[src/rtl/standoff_action_bank.sv]
// standoff_action_bank: latches one-hot player choices, resolves every player on round_tick,
// and tracks per-player ammo. Optional macro STANDOFF_DUCK_LIMIT_EN caps consecutive ducks.
module standoff_action_bank #(
  parameter int N_PLAYERS = 2,
  parameter int MAX_AMMO  = 3,
  parameter int INIT_AMMO = 0,
  parameter int MAX_DUCKS = 2
) (
  input  logic                                    clk,
  input  logic                                    rst,
  input  logic [3*N_PLAYERS-1:0]                  choice_in,
  input  logic [N_PLAYERS-1:0]                    choice_vld,
  input  logic                                    round_tick,
  output logic [4*N_PLAYERS-1:0]                  final_choice,
  output logic                                    final_vld,
  output logic [$clog2(MAX_AMMO+1)*N_PLAYERS-1:0] ammo,
  output logic [N_PLAYERS-1:0]                    locked
);

  localparam int            AW         = $clog2(MAX_AMMO+1);
  localparam logic [AW-1:0] AMMO_FULL  = AW'(MAX_AMMO);
  localparam logic [AW-1:0] AMMO_INIT  = AW'(INIT_AMMO);
  localparam logic [3:0]    ACT_IDLE   = 4'b1000;
  localparam logic [3:0]    ACT_SHOOT  = 4'b0100;
  localparam logic [3:0]    ACT_RELOAD = 4'b0010;
  localparam logic [3:0]    ACT_DUCK   = 4'b0001;

  logic [2:0]          pend_q   [N_PLAYERS];
  logic [2:0]          eff      [N_PLAYERS];
  logic [AW-1:0]       ammo_q   [N_PLAYERS];
  logic [AW-1:0]       ammo_nxt [N_PLAYERS];
  logic [3:0]          act_q    [N_PLAYERS];
  logic [3:0]          act_nxt  [N_PLAYERS];
  logic [N_PLAYERS-1:0] locked_q;
  logic [N_PLAYERS-1:0] cap;
  logic [N_PLAYERS-1:0] duck_block;
  logic                 final_vld_q;

  // Effective choice: a latched choice wins; otherwise a valid choice in the tick cycle bypasses.
  always_comb begin
    for (int p = 0; p < N_PLAYERS; p++) begin
      cap[p]      = choice_vld[p] && !locked_q[p] && $onehot(choice_in[3*p +: 3]);
      eff[p]      = locked_q[p] ? pend_q[p] : (cap[p] ? choice_in[3*p +: 3] : 3'b000);
      act_nxt[p]  = ACT_IDLE;
      ammo_nxt[p] = ammo_q[p];
      if (eff[p][2] && ammo_q[p] != '0) begin
        act_nxt[p]  = ACT_SHOOT;
        ammo_nxt[p] = ammo_q[p] - 1'b1;
      end else if (eff[p][1] && ammo_q[p] != AMMO_FULL) begin
        act_nxt[p]  = ACT_RELOAD;
        ammo_nxt[p] = ammo_q[p] + 1'b1;
      end else if (eff[p][0] && !duck_block[p]) begin
        act_nxt[p]  = ACT_DUCK;
      end
    end
  end

  // NOTE: the per-player arrays are a handful of flops, not a RAM, so they are reset like any
  // other state; all sequential state uses non-blocking assignments so every flop samples the
  // pre-edge value of its neighbours.
  always_ff @(posedge clk) begin
    if (rst) begin
      final_vld_q <= 1'b0;
      locked_q    <= '0;
      for (int p = 0; p < N_PLAYERS; p++) begin
        pend_q[p] <= 3'b000;
        ammo_q[p] <= AMMO_INIT;
        act_q[p]  <= ACT_IDLE;
      end
    end else begin
      final_vld_q <= round_tick;
      if (round_tick) begin
        locked_q <= '0;
        for (int p = 0; p < N_PLAYERS; p++) begin
          pend_q[p] <= 3'b000;
          ammo_q[p] <= ammo_nxt[p];
          act_q[p]  <= act_nxt[p];
        end
      end else begin
        for (int p = 0; p < N_PLAYERS; p++) begin
          if (cap[p]) begin
            pend_q[p]   <= choice_in[3*p +: 3];
            locked_q[p] <= 1'b1;
          end
        end
      end
    end
  end

`ifdef STANDOFF_DUCK_LIMIT_EN
  localparam int SW = $clog2(MAX_DUCKS+2);
  logic [SW-1:0] streak_q [N_PLAYERS];

  always_comb begin
    for (int p = 0; p < N_PLAYERS; p++) begin
      duck_block[p] = (streak_q[p] == SW'(MAX_DUCKS));
    end
  end

  // A blocked duck resolves idle, which clears the streak, so the count never exceeds MAX_DUCKS.
  always_ff @(posedge clk) begin
    if (rst) begin
      for (int p = 0; p < N_PLAYERS; p++) streak_q[p] <= '0;
    end else if (round_tick) begin
      for (int p = 0; p < N_PLAYERS; p++) begin
        streak_q[p] <= (act_nxt[p] == ACT_DUCK) ? streak_q[p] + 1'b1 : '0;
      end
    end
  end
`else
  assign duck_block = '0;
  logic unused_max_ducks;
  assign unused_max_ducks = ^MAX_DUCKS;
`endif

  for (genvar p = 0; p < N_PLAYERS; p++) begin : g_pack
    assign final_choice[4*p +: 4] = act_q[p];
    assign ammo[AW*p +: AW]       = ammo_q[p];
  end

  assign final_vld = final_vld_q;
  assign locked    = locked_q;

endmodule

[config.mk]
export PLATFORM = sky130hd
export DESIGN_NAME = standoff_action_bank
export DESIGN_NICKNAME = d
export VERILOG_FILES = /design/src/rtl/standoff_action_bank.sv
export SDC_FILE = /design/constraint.sdc
export NUM_CORES = 1
export LEC_CHECK = 0
export ABC_AREA = 1
export ABC_CLOCK_PERIOD_IN_PS = 1300
export BUFFER_PORTS_ARGS = -buffer_cell sky130_fd_sc_hd__buf_2
export CORE_UTILIZATION = 46
export CTS_BUF_LIST = sky130_fd_sc_hd__clkbuf_16
export CTS_CLUSTER_SIZE = 8
export DETAILED_ROUTE_END_ITERATION = 10
export GPL_ROUTABILITY_DRIVEN = 0
export PLACE_DENSITY = 0.73
export SLEW_MARGIN = 20
export SYNTH_ARGS = -nofsm -noshare
export SYNTH_HDL_FRONTEND = slang
export SYNTH_SLANG_ARGS = --single-unit
[constraint.sdc]
create_clock -name clk -period 1.3 [get_ports clk]
set_input_delay 0.065 -clock clk [delete_from_list [all_inputs] [get_ports clk]]
set_output_delay 0.065 -clock clk [all_outputs]
set_load 0.02 [all_outputs]
==> flow_summary.ini <==
[status]
outcome = finished with violations
violations = setup timing

[worst_setup_path]
r2r_cells = 5
worst_setup_path_start_kind = input port
worstReg2RegEnd = ammo_q[0][0]$_SDFFCE_PN0P_
slowest_stage = fa_1
critical_path_class = in -> reg
crit_chain = buf_6 -> inv_2 -> fa_1 -> nor2_4 -> nand3_2 -> nand2_4 -> nand3_4 -> nand3_4
cp-startpoint = choice_in[0]
cp_common_cell = nand3_4
worstPathMaxFanout = 4
cp.arrival_ps = 1280
cp_data_required_time_ps = 1270
critPathCapture = ammo_q[0][0]$_SDFFCE_PN0P_
r2r-start = locked[0]$_SDFFE_PP0N_
worstSetupEndpointType = flip-flop
rrSetupSlack_ps = 40
cpPeakStageDelay_ps = 510

[global_route]
grt_pass1_vias = 877
grt_overflow = 0
grt.total_usage_pct = 21.4
grt_max_degree = 13
grt_pass1_wl_mm = 3.84
antenna_found_initial = 0

[timing]
rsz0062_at_grt = yes
tightest_slew_ps = 427
period_minus_slack_ps = 1310
max_freq_ghz = 0.761
maxSlewViolCount = 0
hold_violations = 0
finClkSkew_ps = 3.70
setup_violations = 3
slew_headroom_pct = 71.5
fin_ws_ps = -14.6
finalCritPeriodShare_pct = 101

[cts]
cts_sinks = 21
clkTransAtPathRegs_ps = 60
cts_buffers = 3
clk_path_buf_depth = 2
cts_tree = built
clock_latency_ps = 250
htree_levels = 1
cts-root-buf = clkbuf_16

[placed_design]
portBuffers = 25
dp_hpwl_mm = 1.57
dp_slack_ps = -297

[pwr]
p_per_area_nw_per_um2 = 1090
leakagePower_nw = 0.777
fin_total_pwr_mw = 1.77
ir_drop_v = 0.000861

[finish]
n_antenna_cell = 0
drive_above_1_share_pct = 53.0
nets = 178
area_delta_synth_final_pct = 53.6

[drt]
first_pass_iters = 4
drc = 0
drt_iter0_markers = 20
ant_nets = 0
vias_per_cell = 4.95
routedWlPerCell_um = 12.9
vias = 945
wirelength_mm = 2.47

[logic_synthesis]
syn-cell-area_sq_um = 1050
syn_inst = 116
ys_types = 14
ys_seq_area_share_pct = 56.9
ys_ff_latch = 21
syn_nets = 129
ys_warn_count = 0
avgSynthCellArea_sq_um = 9.09

[floorplanning]
core-area_sq_um = 2060
rows = 16
fp.dieH_um = 49.9
die_area_sq_um = 2490
ios = 26
start_util_pct = 51.2
fp.dieW_um = 49.9

[min_path]
hp-class = in -> reg
hp-start = choice_in[2]

[flow_run]
maxCapViolations = 0
[per-layer routing]
layer / GRT usage (%) / share of wire [%] / up-vias
li1: - / - / 465
met5: 0 / 0 / -
met2: 34.2 / 54 / 44
met1: 26.7 / 37 / 427
met4: 13.8 / 3.4 / 0
met3: 3.09 / 5.4 / 9
[layout make-up]
| class | count | area (sq um) |
|---|---|---|
| Sequential cell | 21 | 602 |
| Inverter | 21 | 96.3 |
| Tap cell | 27 | 33.8 |
| Timing Repair Buffer | 45 | 317 |
| Fill cell | 130 | 442 |
| Clock buffer | 3 | 75.1 |
| Clock inverter | 1 | 5.00 |
| Multi-Input combinational cell | 73 | 492 |
[worst min-delay path by stage]
stage	to	cells after the start
2_1_floorplan	pend_q[0][2]$_SDFFCE_PP0P_	2
3_3_place_gp	pend_q[0][1]$_SDFFCE_PP0P_	3
3_5_place_dp	pend_q[0][2]$_SDFFCE_PP0P_	3
4_1_cts	pend_q[0][2]$_SDFFCE_PP0P_	3
5_1_grt	pend_q[0][2]$_SDFFCE_PP0P_	3
6_report	pend_q[0][2]$_SDFFCE_PP0P_	3
[stage by stage]
stage                     TNS [ps]  cells  util (%)  instance area, sq um  hold WS [ps]
final                        -32.1    191      78.6                  1620           122
after global routing          -370    191      78.6                  1620           163
after CTS                        0    189      72.6                  1500           151
after detailed placement     -5960    182      66.0                  1360           446
after global placement       -5050    182      66.0                  1360           403
after floorplan               -380    116         -                  1100           267
[placed cells by master (no fill, tap or decap)]
cell type  netlist  routed
edfxtp_1        18      18
buf_4            0      20
nand2_2          2       5
buf_6            0       5
a21oi_2          0       2
nand3_2          0       7
dfxtp_1          3       2
inv_8            0       2
nand2_4          0       2
nand3_1         14       4
nor2_4           0       2
nor2_1          13      11
a21oi_1          4       2
dfxtp_2          0       1
inv_2            0       6
fa_1             2       2
nand3_4          0       3
clkbuf_16        0       3
nand2_1         29      24
nor2_2           2       2
buf_8            0       1
o21ai_4          1       1
buf_2            0      19
or2_4            0       2
clkinv_2         0       1
o21ai_2          0       2
inv_4            0       1
o21ai_0          4       2
inv_1           21      12
[cell families (layout without fill, tap and decap cells)]
logic type | count (synthesis) | in the layout | synth area share (%)
adders and majority gates | 2 | 2 | 3.80
and+or+nand+nor | 62 | 62 | 25.1
buffers and inverters | 22 | 70 | 8.78
DFF | 21 | 21 | 56.9
AOI/OAI and AO/OA | 9 | 9 | 5.34
[worst max-delay path, delay by kind of cell]
kind / cells / cell delay, ps
buf+inv: 2 / 100
fa+ha+maj: 1 / 510
simple gates: 5 / 600
[registers in the layout (all words and copies together), names as in the netlist]
register / cells
ammo_q: 4
locked: 2
final_vld: 1
act_q: 8
pend_q: 6
[cell usage after synthesis]
master	number	area, sq um
nor2_1	13	48.8
nor2_2	2	12.5
clkbuf_8	1	13.8
nand2_1	29	109
edfxtp_1	18	541
nand2_2	2	12.5
a21oi_1	4	20.0
nand3_1	14	70.1
o21ai_4	1	16.3
dfxtp_1	3	60.1
o21ai_0	4	20.0
or2_2	2	12.5
inv_1	21	78.8
fa_1	2	40.0
[where the power goes]
group          switching (mW)  internal (mW)  total, mW
clock                   0.230          0.413      0.643
combinational           0.188          0.140      0.329
sequential             0.0238          0.776      0.800
[repair_timing]
item | 4_1_cts | 5_1_grt
cloned | 0 | 0
setup endpoints to repair | 16 | 16
setup buffers | 3 | 2
pin swaps | 10 | 14
resized for setup | 7 | 29
hold buffers | 0 | 0
endpoints found under the hold margin | 0 | 0
(Power assumes the default switching activity.)
